[config.mk]
export PLATFORM = sky130hd
export DESIGN_NAME = ctrl_pipeline_seq
export DESIGN_NICKNAME = d
export VERILOG_FILES = /design/src/rtl/ctrl_pipeline_seq.sv
export SDC_FILE = /design/constraint.sdc
export NUM_CORES = 1
export LEC_CHECK = 0
export CORE_ASPECT_RATIO = 0.75
export CORE_MARGIN = 8
export CORE_UTILIZATION = 36
export DETAILED_ROUTE_END_ITERATION = 16
export GPL_TIMING_DRIVEN = 0
export PLACE_DENSITY = 0.76
export SLEW_MARGIN = 5
export SYNTH_ARGS = -nofsm -noshare
export SYNTH_HDL_FRONTEND = slang
export SYNTH_SLANG_ARGS = --single-unit
[constraint.sdc]
create_clock -name clk -period 1.9 [get_ports clk]
set_clock_uncertainty 0.15 [all_clocks]
set_input_delay 0.19 -clock clk [delete_from_list [all_inputs] [get_ports clk]]
set_output_delay 0.19 -clock clk [all_outputs]
set_load 0.01 [all_outputs]
[src/rtl/ctrl_pipeline_seq.sv]
// Pipeline sequencer: owns decode/reg/alu/wb valid and branch flags, issues or
// bubbles decode, freezes fetch around in-flight branches, redirects PC on resolve.
module ctrl_pipeline_seq #(
  parameter int unsigned PC_W  = 32,
  parameter int unsigned CNT_W = 16
) (
  input  logic             clk,
  input  logic             arstn,
  input  logic             fetch_valid_i,
  input  logic             decode_is_branch_i,
  input  logic             reg_conflict_i,
  input  logic             branch_conflict_i,
  input  logic             wb_branch_taken_i,
  input  logic [PC_W-1:0]  wb_branch_target_i,
  output logic             fetch_en_o,
  output logic             decode_en_o,
  output logic             reg_valid_o,
  output logic             alu_valid_o,
  output logic             wb_valid_o,
  output logic             state_reg_pc_branch_o,
  output logic             state_alu_pc_branch_o,
  output logic             state_wb_pc_branch_o,
  output logic             pc_load_o,
  output logic [PC_W-1:0]  pc_load_value_o,
  output logic [CNT_W-1:0] stall_cycles_o,
  output logic [CNT_W-1:0] brwait_cycles_o
);

  typedef enum logic [1:0] {
    ST_RUN      = 2'd0,
    ST_BR_WAIT  = 2'd1,
    ST_REDIRECT = 2'd2
  } state_t;

  state_t           r_state;
  state_t           w_state_nxt;
  logic             r_dec_v;
  logic             r_reg_v, r_reg_br;
  logic             r_alu_v, r_alu_br;
  logic             r_wb_v,  r_wb_br;
  logic [CNT_W-1:0] r_stall_cnt;
  logic [CNT_W-1:0] r_brwait_cnt;

  logic w_run;
  logic w_issue;
  logic w_br_fly;
  logic w_fetch_en;
  logic w_resolve;
  logic w_pc_load;
  logic w_stall;

  always_comb begin
    w_run       = (r_state == ST_RUN);
    w_issue     = r_dec_v && !reg_conflict_i && w_run;
    w_br_fly    = branch_conflict_i || (w_issue && decode_is_branch_i);
    w_fetch_en  = fetch_valid_i && (!r_dec_v || w_issue) && !w_br_fly && w_run;
    w_resolve   = r_wb_v && r_wb_br;
    w_pc_load   = w_resolve && wb_branch_taken_i;
    w_stall     = r_dec_v && !w_issue && w_run;

    w_state_nxt = r_state;
    unique case (r_state)
      ST_RUN:      if (w_issue && decode_is_branch_i) w_state_nxt = ST_BR_WAIT;
      ST_BR_WAIT:  if (w_resolve) w_state_nxt = wb_branch_taken_i ? ST_REDIRECT : ST_RUN;
      ST_REDIRECT: w_state_nxt = ST_RUN;
      default:     w_state_nxt = ST_RUN;
    endcase
  end

  always_ff @(posedge clk) begin
    if (!arstn) begin
      r_state      <= ST_RUN;
      r_dec_v      <= 1'b0;
      r_reg_v      <= 1'b0;
      r_reg_br     <= 1'b0;
      r_alu_v      <= 1'b0;
      r_alu_br     <= 1'b0;
      r_wb_v       <= 1'b0;
      r_wb_br      <= 1'b0;
      r_stall_cnt  <= '0;
      r_brwait_cnt <= '0;
    end else begin
      r_state  <= w_state_nxt;
      // A stalled decode simply holds; the reg stage receives a bubble via w_issue=0.
      if (w_fetch_en)   r_dec_v <= 1'b1;
      else if (w_issue) r_dec_v <= 1'b0;
      r_reg_v  <= w_issue;
      r_reg_br <= w_issue && decode_is_branch_i;
      r_alu_v  <= r_reg_v;
      r_alu_br <= r_reg_br;
      r_wb_v   <= r_alu_v;
      r_wb_br  <= r_alu_br;
      if (w_stall && (r_stall_cnt != '1))
        r_stall_cnt <= r_stall_cnt + CNT_W'(1);
      if (!w_run && (r_brwait_cnt != '1))
        r_brwait_cnt <= r_brwait_cnt + CNT_W'(1);
    end
  end

  assign fetch_en_o            = w_fetch_en;
  assign decode_en_o           = w_fetch_en;
  assign reg_valid_o           = r_reg_v;
  assign alu_valid_o           = r_alu_v;
  assign wb_valid_o            = r_wb_v;
  assign state_reg_pc_branch_o = r_reg_v && r_reg_br;
  assign state_alu_pc_branch_o = r_alu_v && r_alu_br;
  assign state_wb_pc_branch_o  = r_wb_v && r_wb_br;
  assign pc_load_o             = w_pc_load;
  assign pc_load_value_o       = w_pc_load ? wb_branch_target_i : '0;
  assign stall_cycles_o        = r_stall_cnt;
  assign brwait_cycles_o       = r_brwait_cnt;

endmodule

==> results of run 1 <==
-- final cells by class --
type / count / area (sq um)
clock buffers: 5 / 68.8
clock inverters: 2 / 35.0
fillers: 491 / 2070
plain buffers: 10 / 65.1
well taps: 78 / 97.6
repair buffers: 131 / 1180
flip-flops and latches: 41 / 851
multi-input cells: 206 / 1490
inverters: 8 / 30.0
-- power by group through the flow --
stage / combinational, uW / sequential (uW) / clock [uW]
floorplan: 38.2 / 890 / 0
global placement: 140 / 890 / 0
detailed placement: 143 / 891 / 0
CTS: 148 / 867 / 694
global route: 158 / 864 / 731
finish: 149 / 863 / 684
-- synth_stat cells, types with 2 or more instances --
| library cell | number |
|---|---|
| o311ai_0 | 2 |
| o211ai_1 | 2 |
| nor4bb_1 | 2 |
| nand3b_1 | 2 |
| inv_1 | 8 |
| nor2_1 | 7 |
| o41ai_1 | 4 |
| and3_1 | 2 |
| or2_2 | 2 |
| and4_1 | 2 |
| mux2i_1 | 8 |
| clkbuf_1 | 12 |
| nor3_1 | 5 |
| dfxtp_1 | 41 |
| and2_1 | 40 |
| nand3_1 | 9 |
| nand4_1 | 6 |
| a211oi_1 | 4 |
| ha_1 | 2 |
| o31ai_1 | 9 |
| a21oi_1 | 20 |
| nand2_1 | 28 |
| nand2b_1 | 5 |
| or4_1 | 10 |
| o21ai_0 | 11 |
| or3_1 | 10 |
-- state kept, by name (all words and copies together) (netlist names) --
signal	count
r_state	2
r_dec_v	1
reg_valid_o	1
stall_cycles_o	16
r_wb_br	1
r_reg_br	1
brwait_cycles_o	16
wb_valid_o	1
alu_valid_o	1
r_alu_br	1
-- repair_timing --
| item | in CTS | in global routing |
|---|---|---|
| pin swaps | 5 | 14 |
| buffers inserted | 4 | 15 |
| endpoints found under the setup margin | 59 | 54 |
| cloned | 0 | 1 |
| gates resized for setup | 91 | 64 |
-- layer usage --
layer	share of wire, %	up-vias
li1	-	1249
met1	48	1182
met2	44	98
met3	7.6	7
met4	0.68	0
met5	0	-
-- cell families after synthesis --
family,Yosys count
and+or+nand+nor,137
DFF,41
adders and majority gates,2
buffers and inverters,22
AOI/OAI and AO/OA,59
muxes,8
-- stage by stage --
step | total power [uW] | instances
after floorplan | 928 | 269
after global placement | 1030 | 458
after detailed placement | 1030 | 458
after CTS | 1710 | 467
after global routing | 1750 | 481
final | 1700 | 481
-- path summary, 6_finish.rpt --
check | from | to | slack (ns) | cells past startpoint
worst min register to register | r_alu_br | r_wb_br | 0.31 | 1
worst min-delay path | r_alu_br | r_wb_br | 0.31 | 1
worst max-delay path | r_state[1] | stall_cycles_o[13] | -0.09 | 4
worst max register to register | r_state[1] | stall_cycles_o[13] | -0.09 | 4
-- worst max-delay path: cells and delay by family, from the launching register on --
kind / cells / cell delay, ns
AND/OR/NAND/NOR: 3 / 1.29
AO/OA/AOI/OAI: 1 / 0.12
flip-flops: 1 / 0.36
==> impl_metrics.py, run 1 <==
metrics = {
    "run_status": {
        "status": "finished, violations left",
        "violations": "negative setup slack",
    },
    "floorplan": {
        "die_w_um": 106,
        "coreArea_sq_um": 5890,
        "initial_core_util_pct": 37.5,
        "die_h_um": 83.8,
        "die_area_sq_um": 8920,
        "rows": 24,
        "ioPinCount": 112,
    },
    "synthesis": {
        "ys_seq_area_share_pct": 37.2,
        "synth_top_family_by_area": "simple AND/OR/NAND/NOR gates",
        "synth_top_area_share_pct": 37.2,
        "synth_edf_count": 0,
        "syn_inst": 269,
        "yosys.area.top_type": "dfxtp_1",
        "syn_area_sq_um": 2210,
        "synthSimpleGateAreaFrac_pct": 37.0,
        "ys_ff_latch": 41,
        "synth_xor_xnor_area_share_pct": 0,
        "synth_fa_ha_area_share_pct": 1.13,
        "yosysWarnings": 0,
        "synth_nets": 310,
        "synthFlopType": "dfxtp_1",
        "avgSynthCellArea_sq_um": 8.21,
        "synth.area.mux_share_pct": 3.63,
        "ys_top_cells_by_area": "dfxtp_1, and2_1, nand2_1",
        "ys_types": 42,
        "synth_compound_area_share_pct": 17.1,
        "synthArstFlopShare_pct": 0,
    },
    "power_and_ir_drop": {
        "p_sw_share_pct": 21.4,
        "power.share.clock_pct": 40.3,
        "peakVddDrop_mv": 0.252,
        "power_density_nw_per_um2": 445,
        "seq_power_share_pct": 50.9,
        "power_frac_comb_pct": 8.8,
        "leakagePower_uw": 0.00140,
        "switching_power_uw": 363,
        "p_int_uw": 1330,
    },
    "global_route": {
        "grt_max_degree": 13,
        "busiest_layer": "met2",
        "grt_pass1_vias": 2225,
        "grt_util_met2_pct": 25.6,
        "grt_first_pass_wirelength_um": 12000,
        "use_met1_pct": 21.3,
        "met3_usage_pct": 5.17,
        "grt_util_all_layers_pct": 16.4,
        "antenna_found_initial": 0,
        "overflow": 0,
    },
    "critical_path": {
        "worstSetupPathType": "flop to flop",
        "crit_required_ns": 1.98,
        "cpPeakStageDelay_ns": 0.54,
        "cp_cell_sequence": "nand4bb_4, or4_4, or4_4, a21oi_2",
        "crit_path_start_kind": "flop",
        "cp.arrival_ns": 2.06,
        "cp_max_fo": 8,
        "cpMostUsedCell": "or4_4",
        "critPathSlowestCell": "or4_4",
        "cp-end-kind": "flop",
    },
    "final_layout": {
        "mostFrequentLayoutCell": "clkdlybuf4s50_1",
        "fin_nets": 444,
        "drive_above_1_share_pct": 25.1,
        "final_cell_mix": "clkdlybuf4s50_1, and2_1, dfxtp_1",
        "area_growth_pct": 72.7,
        "fin_util_pct": 64.8,
        "diodes": 0,
        "stdcell_area_sq_um": 3810,
    },
    "cts": {
        "clkTransAtPathRegs_ns": 0.08,
        "numCtsBuffers": 5,
        "insertion_delay_ns": 0.30,
        "cts-root-buf": "clkbuf_8",
        "hold_buffers": 0,
        "clkSinkCount": 41,
        "cts_tree": "built",
        "htreeDepth": 2,
        "cts_max_path_buffers": 2,
    },
    "timing": {
        "drv_slew": 0,
        "max_slew_margin_pct": 58.4,
        "fin_ws_ns": -0.0891,
        "fin_setup_tns_ns": -0.150,
        "period_needed_ns": 1.99,
        "min_period_over_period_pct": 105,
        "hold_viol_final": 0,
        "fmax_mhz": 503,
        "tightest_slew_ns": 0.624,
        "finalSetupViolations": 2,
        "holdWs_ns": 0.314,
        "rsz0062_at_grt": "yes",
    },
    "placed_design": {
        "portBuffers": 111,
        "place.gp.congestion": 0.788,
        "dpl-instance-area_sq_um": 3450,
        "dp_hpwl_um": 6060,
        "place_ws_ns": -0.511,
    },
    "route": {
        "drtAntennaViolNets": 0,
        "drc_errors": 0,
        "drt_wl_total_um": 8360,
        "wire_per_inst_um": 17.4,
        "drtPass1Iterations": 4,
        "vias_per_cell": 5.27,
        "drtIter0Drc": 106,
        "vias": 2536,
    },
    "flow_run": {
        "drv_cap": 0,
    },
    "worst_hold_path": {
        "hp-class": "flop to flop",
    },
}
Power figures use the tool's default switching activity.
==> inputs of run 2 (changes only) <==
CORE_MARGIN = 3   (was 8)
==> impl_metrics.py, run 2 (synthesis results as in run 1) <==
metrics = {
    "timing": {
        "min_period_over_period_pct": 104,
        "fmax_mhz": 508,
        "finalSetupViolations": 7,
        "tightest_slew_ns": 0.597,
        "fin_setup_tns_ns": -0.201,
        "max_slew_margin_pct": 60.2,
        "drv_slew": 0,
        "fin_ws_ns": -0.0684,
        "period_needed_ns": 1.97,
        "rsz0062_at_grt": "yes",
        "hold_viol_final": 0,
    },
    "critical_path": {
        "cpLargestDelayFamily": "simple AND/OR/NAND/NOR gates",
        "cp_cell_sequence": "nand4bb_4, or4_4, or4_4, a21oi_2",
        "r2r-start": "r_state[0]",
        "cp.arrival_ns": 2.05,
        "crit_start": "r_state[0]",
        "cp_max_fo": 8,
        "cpPeakStageDelay_ns": 0.51,
        "critPathSlowestCell": "or4_4",
        "cpMostUsedCell": "or4_4",
        "cp-end-kind": "flop",
        "path_buf_inv": 0,
        "crit_required_ns": 1.98,
        "worstSetupPathType": "flop to flop",
        "crit_path_start_kind": "flop",
    },
    "final_layout": {
        "drive_above_1_share_pct": 25.6,
        "mostFrequentLayoutCell": "clkdlybuf4s50_1",
        "diodes": 0,
        "area_growth_pct": 68.3,
        "fin_nets": 439,
        "fin_util_pct": 63.1,
        "num-fill-cells": 502,
        "final_cell_mix": "clkdlybuf4s50_1, and2_1, clkbuf_2, dfxtp_1, nand2_1",
    },
    "route": {
        "drtIter0Drc": 100,
        "vias_per_cell": 5.42,
        "drc_errors": 0,
        "drt_wl_total_um": 7720,
        "wire_per_inst_um": 16.2,
        "vias": 2585,
        "drtPass1Iterations": 4,
        "drtAntennaViolNets": 0,
    },
    "global_route": {
        "grt_first_pass_wirelength_um": 11100,
        "grt_max_degree": 14,
        "grt_util_all_layers_pct": 20.3,
        "grt_pass1_vias": 2127,
        "overflow": 0,
        "antenna_found_initial": 0,
    },
    "cts": {
        "htreeDepth": 2,
        "clkSinkCount": 41,
        "cts_tree": "built",
        "clkTransAtPathRegs_ns": 0.09,
        "cts-root-buf": "clkbuf_8",
        "cts_max_path_buffers": 2,
        "numCtsBuffers": 5,
        "insertion_delay_ns": 0.30,
    },
    "floorplan": {
        "die_w_um": 96.4,
        "die_area_sq_um": 7120,
        "die_h_um": 73.8,
        "ioPinCount": 112,
        "coreArea_sq_um": 5890,
        "rows": 24,
        "initial_core_util_pct": 37.5,
    },
    "worst_hold_path": {
        "hp-class": "flop to flop",
        "min_from": "r_reg_br",
    },
    "flow_run": {
        "drv_cap": 0,
    },
    "power_and_ir_drop": {
        "power_density_nw_per_um2": 454,
        "leakagePower_uw": 0.00137,
        "peakVddDrop_mv": 0.278,
    },
    "run_status": {
        "status": "finished, violations left",
        "violations": "negative setup slack",
    },
    "placed_design": {
        "portBuffers": 111,
        "dp_hpwl_um": 5560,
        "place.gp.congestion": 0.830,
    },
}
run 2: final timing paths:
kind | endpoint | depth (start not counted) | slack, ns
worst max-delay path | stall_cycles_o[15] | 4 | -0.07
worst min-delay path | r_alu_br | 1 | 0.32
worst max register to register | stall_cycles_o[15] | 4 | -0.07
worst min register to register | r_alu_br | 1 | 0.32
run 2: where the power goes:
group,switching (uW),internal (uW),total [uW]
registers,6.85,858,865
clock network,326,342,668
logic,54.0,99.9,154
run 2: cell type report:
type,instances,area (sq um),area share [%]
plain buffers,10,66.3,1.78
clock buffers,7,97.6,2.63
clock inverters,1,8.76,0.236
inverters,8,32.5,0.875
multi-input cells,206,1500,40.3
flip-flops and latches,41,847,22.8
well taps,78,97.6,2.63
repair buffers,126,1070,28.8
run 2: worst reg2reg max path: stages (launching register included):
cell	delay [ns]
dfxtp_4	0.37
nand4bb_4	0.24
or4_4	0.50
or4_4	0.51
a21oi_2	0.12
run 2: metrics by stage:
stage	total power [uW]	cell area (sq um)	setup WS, ns	cells	hold WS [ns]
after floorplan	928	2240	-0.0198	269	0.183
after global placement	1030	3450	-0.499	458	0.289
after detailed placement	1030	3450	-0.525	458	0.299
after CTS	1690	3680	-0.0452	472	0.319
after global routing	1750	3720	-0.122	477	0.346
final	1690	3720	-0.0684	477	0.318
run 2: timing repair:
item                       in CTS  in global routing
gates resized for setup        80                 84
buffers inserted               10                  4
cloned                          0                  1
setup endpoints to repair      60                 60
hold buffers                    0                  0
pin swaps                       9                  4
run 2: metal layers:
layer  global-route usage, %  wire length, um
met2                    32.5             3480
met4                    5.13              142
met3                    5.83              734
met5                       0                0
met1                    26.9             3370
==> inputs of run 3 (changes only) <==
SKIP_LAST_GASP = 1   (was default)
==> impl_metrics.py, run 3 (synthesis results as in run 1) <==
metrics = {
    "run_status": {
        "status": "finished, violations left",
        "violations": "negative setup slack",
    },
    "floorplan": {
        "die_area_sq_um": 7120,
        "initial_core_util_pct": 37.5,
        "rows": 24,
        "die_w_um": 96.4,
        "ioPinCount": 112,
        "die_h_um": 73.8,
        "coreArea_sq_um": 5890,
    },
    "timing": {
        "fin_ws_ns": -0.0509,
        "hold_viol_final": 0,
        "rsz0062_at_grt": "yes",
        "period_needed_ns": 1.95,
        "holdWs_ns": 0.318,
        "tightest_slew_ns": 0.559,
        "drv_slew": 0,
        "max_slew_margin_pct": 62.7,
        "fmax_mhz": 513,
        "min_period_over_period_pct": 103,
        "finalSetupViolations": 2,
    },
    "cts": {
        "numCtsBuffers": 5,
        "insertion_delay_ns": 0.30,
        "clkSinkCount": 41,
        "htreeDepth": 2,
        "hold_buffers": 0,
        "cts_max_path_buffers": 2,
        "clkTransAtPathRegs_ns": 0.08,
        "cts_tree": "built",
        "cts-root-buf": "clkbuf_8",
    },
    "power_and_ir_drop": {
        "leakagePower_uw": 0.00137,
        "peakVddDrop_mv": 0.278,
        "power_density_nw_per_um2": 456,
    },
    "final_layout": {
        "diodes": 0,
        "fin_nets": 438,
        "drive_above_1_share_pct": 22.4,
        "final_cell_mix": "clkdlybuf4s50_1, and2_1, dfxtp_1",
        "area_growth_pct": 67.2,
        "mostFrequentLayoutCell": "clkdlybuf4s50_1",
    },
    "critical_path": {
        "cpLargestDelayFamily": "simple AND/OR/NAND/NOR gates",
        "crit_path_start_kind": "flop",
        "cp-end-kind": "flop",
        "path_buf_inv": 0,
        "cp.arrival_ns": 2.02,
        "worstSetupPathType": "flop to flop",
        "cpPeakStageDelay_ns": 0.50,
        "rr_worst_depth": 4,
        "cp_max_fo": 8,
        "cp_cell_sequence": "nand4bb_4, or4_4, or4_1, a21oi_1",
        "critPathSlowestCell": "or4_4",
        "path_depth": 4,
        "crit_required_ns": 1.97,
    },
    "route": {
        "drc_errors": 0,
        "drt_wl_total_um": 7680,
        "vias_per_cell": 5.42,
        "drtIter0Drc": 141,
        "vias": 2582,
        "wire_per_inst_um": 16.1,
        "drtPass1Iterations": 5,
        "drtAntennaViolNets": 0,
    },
    "placed_design": {
        "place.gp.congestion": 0.830,
        "place_ws_ns": -0.525,
        "dp_hpwl_um": 5560,
        "portBuffers": 111,
    },
    "global_route": {
        "grt_max_degree": 14,
        "overflow": 0,
        "grt_first_pass_wirelength_um": 11100,
        "antenna_found_initial": 0,
        "grt_pass1_vias": 2116,
        "grt_util_all_layers_pct": 20.4,
    },
    "worst_hold_path": {
        "hp-class": "flop to flop",
        "hold_depth": 1,
    },
    "flow_run": {
        "drv_cap": 0,
    },
}
==> run 3: path summary, 6_finish.rpt <==
kind              startpoint            endpoint  slack [ns]
setup / recovery  r_state[0]  stall_cycles_o[15]       -0.05
hold reg to reg     r_reg_br            r_alu_br        0.32
setup reg to reg  r_state[0]  stall_cycles_o[15]       -0.05
hold / removal      r_reg_br            r_alu_br        0.32
==> run 3: timing repair <==
action,CTS,global route
buffers inserted,10,4
endpoints found under the hold margin,0,0
pin swaps,9,4
gates resized for setup,77,71
endpoints found under the setup margin,60,60
==> run 3: layout make-up <==
cell class                      instances  area, sq um
Sequential cell                        41          847
Timing Repair Buffer                  125         1090
Clock inverter                          1         8.76
Tap cell                               78         97.6
Inverter                                8         30.0
Fill cell                             503         2190
Clock buffer                            7         97.6
Multi-Input combinational cell        206         1450
Buffer                                 10         66.3
==> run 3: routing by layer <==
layer	up-vias	share of wire, %	track usage [%]
met3	11	9.5	5.83
met4	0	2.0	5.13
li1	1238	-	-
met5	-	0	0
met1	1224	44	27.1
met2	109	44	32.5
==> run 3: report_power, final <==
part	total, uW	switching (uW)	leakage [uW]	internal, uW
clock network	664	322	0.0000536	342
registers	865	6.76	0.000337	858
logic	154	54.0	0.000983	99.9
total	1680	383	0.00137	1300
==> run 3: stage by stage <==
| step | area [sq um] | TNS, ns | power, uW | util, % | instances |
|---|---|---|---|---|---|
| floorplan | 2240 | -0.0198 | 928 | - | 269 |
| global placement | 3450 | -15.91 | 1030 | 58.6 | 458 |
| detailed placement | 3450 | -17.50 | 1030 | 58.6 | 458 |
| CTS | 3670 | -0.145 | 1690 | 62.4 | 472 |
| global route | 3690 | -0.658 | 1740 | 62.7 | 476 |
| finish | 3690 | -0.0568 | 1680 | 62.7 | 476 |
